**src/rtl/v_pkg.sv**
```systemverilog
// Shared types for the order-list engine: table field widths plus the snapshot reader's
// beat format, default buffer depth and FSM state encoding.
package v_pkg;

  typedef logic [7:0]  id_t;
  typedef logic [3:0]  level_t;
  typedef logic [15:0] key_t;
  typedef logic [15:0] size_t;
  typedef logic [4:0]  listsize_t;

  typedef struct packed {
    id_t    prod_id;
    level_t level;
    key_t   key;
    size_t  size;
    logic   empty;
    logic   last;
  } snap_entry_t;

  localparam int SNAP_FIFO_N = 4;

  typedef enum logic [1:0] {
    IDLE,
    ISSUE,
    DRAIN
  } snp_state_t;

endpackage

```
**src/rtl/v_snap_fifo.sv**
```systemverilog
// First-word-fall-through buffer of snapshot beats with an occupancy count.
// Storage is not reset; the output fields are forced to zero whenever nothing is valid.
module v_snap_fifo
  import v_pkg::*;
#(
  parameter int DEPTH = SNAP_FIFO_N
) (
  input  logic                         clk,
  input  logic                         rst_n,
  input  logic                         push_i,
  input  snap_entry_t                  data_i,
  input  logic                         pop_i,
  output snap_entry_t                  data_o,
  output logic                         vld_o,
  output logic [$clog2(DEPTH+1)-1:0]   count_o
);

  localparam int CW = $clog2(DEPTH + 1);
  localparam int PW = (DEPTH > 1) ? $clog2(DEPTH) : 1;

  snap_entry_t   mem_q [DEPTH];
  logic [PW-1:0] wr_q, wr_d;
  logic [PW-1:0] rd_q, rd_d;
  logic [CW-1:0] count_q, count_d;
  logic          do_push, do_pop;

  function automatic logic [PW-1:0] ptr_inc(input logic [PW-1:0] p);
    return (p == PW'(DEPTH - 1)) ? '0 : p + 1'b1;
  endfunction

  always_comb begin
    do_push = push_i && (count_q != CW'(DEPTH));
    do_pop  = pop_i && (count_q != '0);
    wr_d    = do_push ? ptr_inc(wr_q) : wr_q;
    rd_d    = do_pop ? ptr_inc(rd_q) : rd_q;
    count_d = count_q + CW'(do_push) - CW'(do_pop);
  end

  always_ff @(posedge clk or negedge rst_n) begin
    if (!rst_n) begin
      wr_q    <= '0;
      rd_q    <= '0;
      count_q <= '0;
    end else begin
      wr_q    <= wr_d;
      rd_q    <= rd_d;
      count_q <= count_d;
    end
  end

  always_ff @(posedge clk) begin
    if (do_push) mem_q[wr_q] <= data_i;
  end

  assign vld_o   = (count_q != '0);
  assign data_o  = vld_o ? mem_q[rd_q] : '0;
  assign count_o = count_q;

endmodule

```
**src/rtl/v_snap.sv**
```systemverilog
// Snapshot reader: walks one product's list level by level over the engine query bus,
// buffers the in-order responses and streams them out with valid/ready.
module v_snap
  import v_pkg::*;
#(
  parameter int FIFO_N = SNAP_FIFO_N
) (
  input  logic      clk,
  input  logic      rst_n,
  input  logic      i_req_vld,
  output logic      o_req_rdy,
  input  id_t       i_req_prod_id,
  input  level_t    i_req_max_level,
  output logic      o_lut_vld_r,
  output id_t       o_lut_prod_id_r,
  output level_t    o_lut_level_r,
  input  logic      i_lut_vld_r,
  input  key_t      i_lut_key,
  input  size_t     i_lut_size,
  input  logic      i_lut_error,
  input  listsize_t i_lut_listsize,
  input  logic      i_eng_busy_r,
  output logic      o_snp_vld,
  input  logic      i_snp_rdy,
  output id_t       o_snp_prod_id,
  output level_t    o_snp_level,
  output key_t      o_snp_key,
  output size_t     o_snp_size,
  output logic      o_snp_empty,
  output logic      o_snp_last,
  output logic      o_busy
);

  localparam int CW  = $clog2(FIFO_N + 1);
  localparam int LW  = $bits(level_t);
  localparam int ILW = LW + 1;

  snp_state_t     state_q, state_d;
  id_t            prod_q, prod_d;
  level_t         max_q, max_d;
  logic [ILW-1:0] issue_lvl_q, issue_lvl_d;
  logic [ILW-1:0] rsp_lvl_q, rsp_lvl_d;
  logic           stop_q, stop_d;
  logic [CW-1:0]  outst_q, outst_d;
  logic           last_popped_q, last_popped_d;
  logic           lut_vld_q;
  id_t            lut_prod_q;
  level_t         lut_level_q;

  logic [CW-1:0]  fifo_count;
  snap_entry_t    push_entry, head;
  logic           credit_ok, issue, rsp_take, push, pop, rsp_last;

  // Every query holds a buffer slot from its issue decision until its beat is popped.
  always_comb begin
    credit_ok = ({1'b0, outst_q} + {1'b0, fifo_count}) < (CW + 1)'(FIFO_N);
    issue     = (state_q == ISSUE) && !i_eng_busy_r && !stop_q &&
                (issue_lvl_q <= {1'b0, max_q}) && credit_ok;
    rsp_take  = i_lut_vld_r && (outst_q != '0);
    push      = rsp_take && !stop_q;
    rsp_last  = i_lut_error || (rsp_lvl_q == {1'b0, max_q}) ||
                ((32'(rsp_lvl_q) + 32'd1) == 32'(i_lut_listsize));
    pop       = o_snp_vld && i_snp_rdy;

    push_entry         = '0;
    push_entry.prod_id = prod_q;
    push_entry.level   = rsp_lvl_q[LW-1:0];
    push_entry.key     = i_lut_error ? '0 : i_lut_key;
    push_entry.size    = i_lut_error ? '0 : i_lut_size;
    push_entry.empty   = i_lut_error;
    push_entry.last    = rsp_last;
  end

  always_comb begin
    state_d       = state_q;
    prod_d        = prod_q;
    max_d         = max_q;
    issue_lvl_d   = issue ? issue_lvl_q + 1'b1 : issue_lvl_q;
    rsp_lvl_d     = rsp_take ? rsp_lvl_q + 1'b1 : rsp_lvl_q;
    stop_d        = stop_q || (push && rsp_last);
    outst_d       = outst_q + CW'(issue) - CW'(rsp_take);
    last_popped_d = last_popped_q || (pop && head.last);

    unique case (state_q)
      IDLE: begin
        if (i_req_vld) begin
          prod_d        = i_req_prod_id;
          max_d         = i_req_max_level;
          issue_lvl_d   = '0;
          rsp_lvl_d     = '0;
          stop_d        = 1'b0;
          last_popped_d = 1'b0;
          state_d       = ISSUE;
        end
      end
      ISSUE: begin
        if (stop_q || (issue_lvl_q > {1'b0, max_q})) state_d = DRAIN;
      end
      DRAIN: begin
        if ((outst_q == '0) && (fifo_count == '0) && last_popped_q) state_d = IDLE;
      end
      default: state_d = IDLE;
    endcase
  end

  always_ff @(posedge clk or negedge rst_n) begin
    if (!rst_n) begin
      state_q       <= IDLE;
      prod_q        <= '0;
      max_q         <= '0;
      issue_lvl_q   <= '0;
      rsp_lvl_q     <= '0;
      stop_q        <= 1'b0;
      outst_q       <= '0;
      last_popped_q <= 1'b0;
      lut_vld_q     <= 1'b0;
      lut_prod_q    <= '0;
      lut_level_q   <= '0;
    end else begin
      state_q       <= state_d;
      prod_q        <= prod_d;
      max_q         <= max_d;
      issue_lvl_q   <= issue_lvl_d;
      rsp_lvl_q     <= rsp_lvl_d;
      stop_q        <= stop_d;
      outst_q       <= outst_d;
      last_popped_q <= last_popped_d;
      lut_vld_q     <= issue;
      if (issue) begin
        lut_prod_q  <= prod_q;
        lut_level_q <= issue_lvl_q[LW-1:0];
      end
    end
  end

  v_snap_fifo #(
    .DEPTH (FIFO_N)
  ) u_fifo (
    .clk     (clk),
    .rst_n   (rst_n),
    .push_i  (push),
    .data_i  (push_entry),
    .pop_i   (pop),
    .data_o  (head),
    .vld_o   (o_snp_vld),
    .count_o (fifo_count)
  );

  assign o_req_rdy       = (state_q == IDLE);
  assign o_busy          = (state_q != IDLE);
  assign o_lut_vld_r     = lut_vld_q;
  assign o_lut_prod_id_r = lut_prod_q;
  assign o_lut_level_r   = lut_level_q;
  assign o_snp_prod_id   = head.prod_id;
  assign o_snp_level     = head.level;
  assign o_snp_key       = head.key;
  assign o_snp_size      = head.size;
  assign o_snp_empty     = head.empty;
  assign o_snp_last      = head.last;

endmodule

```
**config.mk**
```make
export PLATFORM = sky130hd
export DESIGN_NAME = v_snap
export DESIGN_NICKNAME = d
export VERILOG_FILES = /design/src/rtl/v_pkg.sv /design/src/rtl/v_snap_fifo.sv /design/src/rtl/v_snap.sv
export SDC_FILE = /design/constraint.sdc
export NUM_CORES = 1
export LEC_CHECK = 0
export ABC_CLOCK_PERIOD_IN_PS = 7790
export CORE_MARGIN = 1
export CORE_UTILIZATION = 35
export DETAILED_ROUTE_END_ITERATION = 12
export PLACE_DENSITY = 0.58
export SETUP_SLACK_MARGIN = 0.2
export SLEW_MARGIN = 25
export SYNTH_ARGS = -nofsm -noshare
export SYNTH_HDL_FRONTEND = slang
export SYNTH_SLANG_ARGS = --single-unit
export TNS_END_PERCENT = 50
```
**constraint.sdc**
```tcl
create_clock -name clk -period 7.79 [get_ports clk]
set_input_delay 1.558 -clock clk [delete_from_list [all_inputs] [get_ports clk]]
set_output_delay 1.558 -clock clk [all_outputs]
set_load 0.01 [all_outputs]
```
After elaboration in Yosys (flattened, before gate mapping). Memory sizes are Yosys's and may differ from the RTL's. Index checks and enable logic that the tools add are counted.

Flip-flop bits (word level): 49. Memory bits (writable): 184. Input bits: 56. Output and inout port bits: 62. Logic and storage cells: 87. Memories: 1.

Add/sub/neg operators: 10. $lt $le $gt $ge: 3. Eq/ne operators: 10. Multiplexer cells: 21. Reductions and logical operators: 28.

Memory list: u_fifo.mem_q (words 4, width 46, read ports 1, clocked after memory_dff 0, write ports 1, line v_snap_fifo.sv:21) `snap_entry_t mem_q [DEPTH];`.

Operators with widths (count): $mux 46 (1); $mux 16 (2); $mux 5 (6); $logic_and 1x1->1 (13); $add 5x1->5 const B (2); $mux 2 (5); $add 3x1->3 (2); $add 5x1->6 const B (1); $eq 2x2->1 const B (3); $eq 6x5->1 (1); $logic_not 3->1 (2); $mux 1 (6); $pmux 2 s3 (1); $reduce_bool 3->1 (2); $sub 3x1->3 (2); $eq 5x4->1 (1); $gt 5x4->1 (1); $le 5x4->1 (1); $logic_or 1x1->1 (5); $add 2x1->2 const B (2); $add 3x3->4 (1); $lt 4x3->1 const B (1); $ne 2x2->1 const B (2); $ne 3x3->1 const B (1); other kinds (7) (8).

Longest topological paths before layout.
Word-level depth: 8. Mapped depth: 11.

Modules after synthesis. A second synthesis with hierarchy kept.

Cell total of the unflattened synthesis: 564. Area, all modules: 9755.6 um^2.

Modules (own cells, without submodules): v_snap_fifo (instances 1, cells an instance 328, area an instance 7364.6 um^2, sequential area each 5700.5 um^2); v_snap (instances 1, cells an instance 236, area an instance 2391.0 um^2, sequential area each 1051.0 um^2).

Worst setup path before layout. OpenSTA, ideal clock, no wires.

Path type: input port to flip-flop. Start point: input port i_lut_vld_r. End point: memory u_fifo.mem_q[3][0] (netlist bit) (enable). Data arrival time: 3205 ps. Data required time: 7382 ps. Setup slack: 4176 ps. Stages: 3. Buffers on the path: 0. Path through: o31ai_2 > a211oi_2 > and2_1.

Longest elaborated chain between the ends: 5.

Ends and longest elaborated chain: from (decl) (line v_snap.sv:17) `input logic i_lut_vld_r,`; $logic_and 1x1->1 (line v_snap.sv:59) `rsp_take = i_lut_vld_r && (outst_q != '0);`; $logic_and 1x1->1 (line v_snap.sv:60) `push = rsp_take && !stop_q;`; $logic_and 1x1->1 (line v_snap_fifo.sv:32) `do_push = push_i && (count_q != CW'(DEPTH));`; named net u_fifo.do_push (line v_snap_fifo.sv:25) `logic do_push, do_pop;`; $mux 1 (line v_snap_fifo.sv:52) `if (do_push) mem_q[wr_q] <= data_i;`; $mux 1 (implied by the code) (line v_snap_fifo.sv:52); to (decl) (line v_snap_fifo.sv:21).

The timed path passes the listed nets, and every way through them passes these cells.

Final worst setup path.
Start point: register u_fifo.rd_q[0]. End point: output port o_snp_level[0].

Longest elaborated chain between the ends: 2.

Ends and longest elaborated chain: from (decl) (line v_snap_fifo.sv:23) `logic [PW-1:0] rd_q, rd_d;`; from (signal assigned) (line v_snap_fifo.sv:46) `rd_q <= rd_d;`; $mem_v2 4x46; $mux 46 (line v_snap_fifo.sv:56) `assign data_o = vld_o ? mem_q[rd_q] : '0;`; to (decl) (line v_snap.sv:26) `output level_t o_snp_level,`.

Every way passes these cells.

==> impl_metrics.json <==
{
  "power_frac_seq_pct": 40.4,
  "power.clock.fraction_pct": 23.8,
  "post_cts_resized": 0,
  "yosysUniqueCellTypes": 48,
  "finalHoldViolCount": 0,
  "synth_top_area_cell": "sky130_fd_sc_hd__edfxtp_1",
  "post_synth_fa_ha_maj_area_fraction_pct": 2.596,
  "post-synth-top-count-cell": "sky130_fd_sc_hd__edfxtp_1",
  "port-buffer-count": 117,
  "mappedNetlistNets": 640,
  "dr.pass1.iters": 4,
  "chipHeight_um": 168.8,
  "cts.sinks": 233,
  "die_x_um": 168.8,
  "maxCapViolCount": 0,
  "yosys.area_share.xor_xnor_pct": 1.529,
  "worst_r2r_endpoint": "u_fifo.count_o[2]",
  "wire_length_of_the_first_global_routing_pass_mm": 31.75,
  "power_report.internal_total_mw": 3.165,
  "final.setup.tns_ns": 0,
  "synth.top_cell.area_share_pct": 56.75,
  "nets": 766,
  "dp_slack_ns": 3.533,
  "diodes": 0,
  "routed_wirelength_mm": 19.88,
  "yosys_most_used_dff": "sky130_fd_sc_hd__edfxtp_1",
  "slew-limit-headroom_pct": 41.43,
  "syn_area_um2": 9737,
  "antenna_found_initial": 0,
  "h-tree-depth": 1,
  "tritoncts": "done",
  "routed_via_density": 4.766,
  "die_area_um2": 28490,
  "setup.reg_to_reg.worst_slack_ns": 4.85,
  "post_synth_inst_count": 565,
  "timing.hold.worst_path_depth": 1,
  "p_total_mw": 4.546,
  "vdd_drop_max_v": 0.0001973,
  "timing_worst_slew_pin_value_ns": 0.8786,
  "setup_violations": 0,
  "final_area_um2": 12060,
  "fraction_of_final_layout_cells_with_drive_strength_greater_than_1_pct": 16.10,
  "min_period_over_period_pct": 55.09,
  "ios": 118,
  "p_sw_share_pct": 30.38,
  "num_vias": 5147,
  "slew_viol_final": 0,
  "finish.utilization_pct": 44.51,
  "critPathArrivalTime_ns": 2.73,
  "number_of_flops_mapped_to_enable_cells_by_yosys": 184,
  "rsz0062_at_grt": "false",
  "post_synth_most_frequent_cells": "184 x sky130_fd_sc_hd__edfxtp_1, 51 x sky130_fd_sc_hd__and2_1, 49 x sky130_fd_sc_hd__dfrtp_1",
  "grt.total_usage_pct": 14.42,
  "placed_cell_area_um2": 11290,
  "ys.warnings.count": 0,
  "max-clock-path-buffers": 3,
  "rr_startpoint": "u_fifo.count_o[1]",
  "start_util_pct": 35.93,
  "finClkSkew_ns": 0.01963,
  "postSynthRegisterBits": 233,
  "hp-class": "reg2reg",
  "avgRoutedWirePerCell_um": 18.41,
  "hold_buffers": 0,
  "switchingPower_mw": 1.381,
  "worstRegToRegCells": 10,
  "finalWorstPathRequiredPeriod_ns": 4.291,
  "worst_skew_pair.late_latency_ns": 0.52,
  "main_combinational_cell_family_by_area_after_synthesis": "multiplexers",
  "synth_area_leaders": "sky130_fd_sc_hd__edfxtp_1 57%, sky130_fd_sc_hd__dfrtp_1 13%, sky130_fd_sc_hd__mux4_2 11%",
  "areaGrowthSynthToFinish_pct": 23.88,
  "seq_area_frac_synth_pct": 69.34,
  "setup.worst_path.class": "reg2out",
  "routabilityCongestion": 0.7797,
  "crit_required_ns": 6.23,
  "clk_root_buffer_cell": "sky130_fd_sc_hd__clkbuf_16",
  "post-cts-setup-buffers": 0,
  "startpoint_type": "register",
  "synth_mux_area_share_pct": 12.73,
  "grt_pass1_vias": 5546,
  "synth_area_in_compound_gates_pct": 2.724,
  "path_clk_slew_ns": 0.06,
  "synth_simple_gate_area_share_pct": 9.021,
  "postSynth.asyncResetShare_pct": 21.03,
  "placed_cells_incl_taps": 1036,
  "timing.hold.worst_endpoint": "o_lut_prod_id_r[7]",
  "p_leak_nw": 4.306,
  "pwr_density_cell_nw_per_um2": 376.9,
  "drt.antenna.violating_nets": 0,
  "logic_pwr_share_pct": 35.8,
  "hold_slack_ns": 0.4968,
  "worstHoldStart": "o_lut_prod_id_r[7]",
  "finalNonFillerCells": 1080,
  "core_area_um2": 27100,
  "crit_path_max_fanout": 33,
  "route.detailed.drc": 0,
  "grt_start_max_net_pins": 50,
  "status": "finished clean",
  "final_worst_path_setup_slack_ns": 3.499,
  "fmax_ghz": 0.2330,
  "grt_overflow_total": 0,
  "tritoncts.num_buffers": 24,
  "number_of_violations_reported_at_the_end_of_detailed_routing_iteration_0": 345,
  "syn_avg_cell_area_um2": 17.23,
  "detailedPlacementHpwl_mm": 12.49,
  "rows": 60,
  "crit_path_end_kind": "primary output"
}
-- sequential cells by signal, indices dropped and copies added (netlist names) --
name	cells
issue_lvl_q	5
last_popped_q	1
max_q	4
o_lut_level_r	4
o_lut_prod_id_r	8
o_lut_vld_r	1
outst_q	3
prod_q	8
rsp_lvl_q	5
state_q	2
stop_q	1
u_fifo.count_o	3
u_fifo.mem_q	184
u_fifo.rd_q	2
u_fifo.wr_q	2
-- layout by cell type, fill, tap and decap left out, drive strengths merged --
cell / synthesis / layout
mux2i: 2 / 2
buf: 13 / 9
a2111o: 2 / 2
o41ai: 1 / 1
xor2: 7 / 7
or3: 4 / 4
o21a: 3 / 3
clkinv: 0 / 12
and2: 52 / 52
nor4: 4 / 4
ha: 17 / 17
a21oi: 7 / 7
nand4: 3 / 3
o22ai: 1 / 1
mux2: 13 / 13
inv: 19 / 19
o221a: 1 / 1
o31ai: 1 / 1
fa: 2 / 2
nor2: 7 / 7
a211oi: 3 / 3
xnor2: 10 / 10
o21ai: 12 / 12
o211ai: 1 / 1
edfxtp: 184 / 184
a21o: 1 / 1
a22o: 1 / 1
a31o: 1 / 1
and3: 2 / 2
clkbuf: 11 / 29
a211o: 1 / 1
mux4: 46 / 46
nand3: 4 / 4
dfrtp: 49 / 49
nor3: 1 / 1
nor4b: 1 / 1
bufinv: 0 / 2
clkdlybuf4s50: 0 / 115
nor2b: 32 / 32
nand2: 46 / 46
-- metal layers --
| metal | vias up | wire, um | track usage (%) |
|---|---|---|---|
| li1 | 2366 | - | - |
| met1 | 2591 | 9024 | 19.68 |
| met2 | 153 | 9388 | 24.07 |
| met3 | 37 | 1114 | 2.642 |
| met4 | 0 | 354 | 3.083 |
| met5 | - | 0 | 0 |
-- critical path, cell delays in order, from the launching register on --
cell and delay [ns]:
sky130_fd_sc_hd__dfrtp_4 0.65, sky130_fd_sc_hd__buf_16 0.30, sky130_fd_sc_hd__mux4_2 0.58, sky130_fd_sc_hd__and2_1 0.18, sky130_fd_sc_hd__clkdlybuf4s50_1 0.47
-- area by class of cell --
cell class	count	area (um2)
Clock buffer	29	619.3
Multi-Input combinational cell	289	2791
Clock inverter	14	123.9
Fill cell	2379	15040
Inverter	19	71.32
Sequential cell	233	6756
Timing Repair Buffer	124	1234
Tap cell	372	465.4
-- cell families (layout without fill, tap and decap cells) --
logic type | after synthesis | after routing
simple gates | 156 | 156
buf+inv | 43 | 186
fa+ha+maj | 19 | 19
mux | 61 | 61
flops | 233 | 233
xor+xnor | 17 | 17
compound gates | 36 | 36
-- worst max path at each step --
stage / slack (ns) / cells past startpoint / end / start
after floorplan: 4.18 / 3 / u_fifo.mem_q[3][0] / i_lut_vld_r
after global placement: 3.67 / 5 / u_fifo.mem_q[1][37] / i_lut_vld_r
after detailed placement: 3.53 / 5 / u_fifo.mem_q[3][37] / i_lut_vld_r
after CTS: 3.21 / 3 / o_snp_prod_id[7] / u_fifo.rd_q[0]
after global routing: 3.34 / 4 / o_snp_prod_id[0] / u_fifo.rd_q[0]
final: 3.50 / 4 / o_snp_level[0] / u_fifo.rd_q[0]
-- power by group through the flow --
stage | Sequential, mW | Combinational, mW | Clock [mW]
2_1_floorplan | 1.79 | 1.01 | 0
4_1_cts | 1.89 | 1.61 | 1.11
3_3_place_gp | 1.89 | 1.58 | 0
6_report | 1.84 | 1.63 | 1.08
3_5_place_dp | 1.91 | 1.60 | 0
5_1_grt | 1.87 | 1.78 | 1.16
No activity file was read; power rests on OpenSTA's default activity.
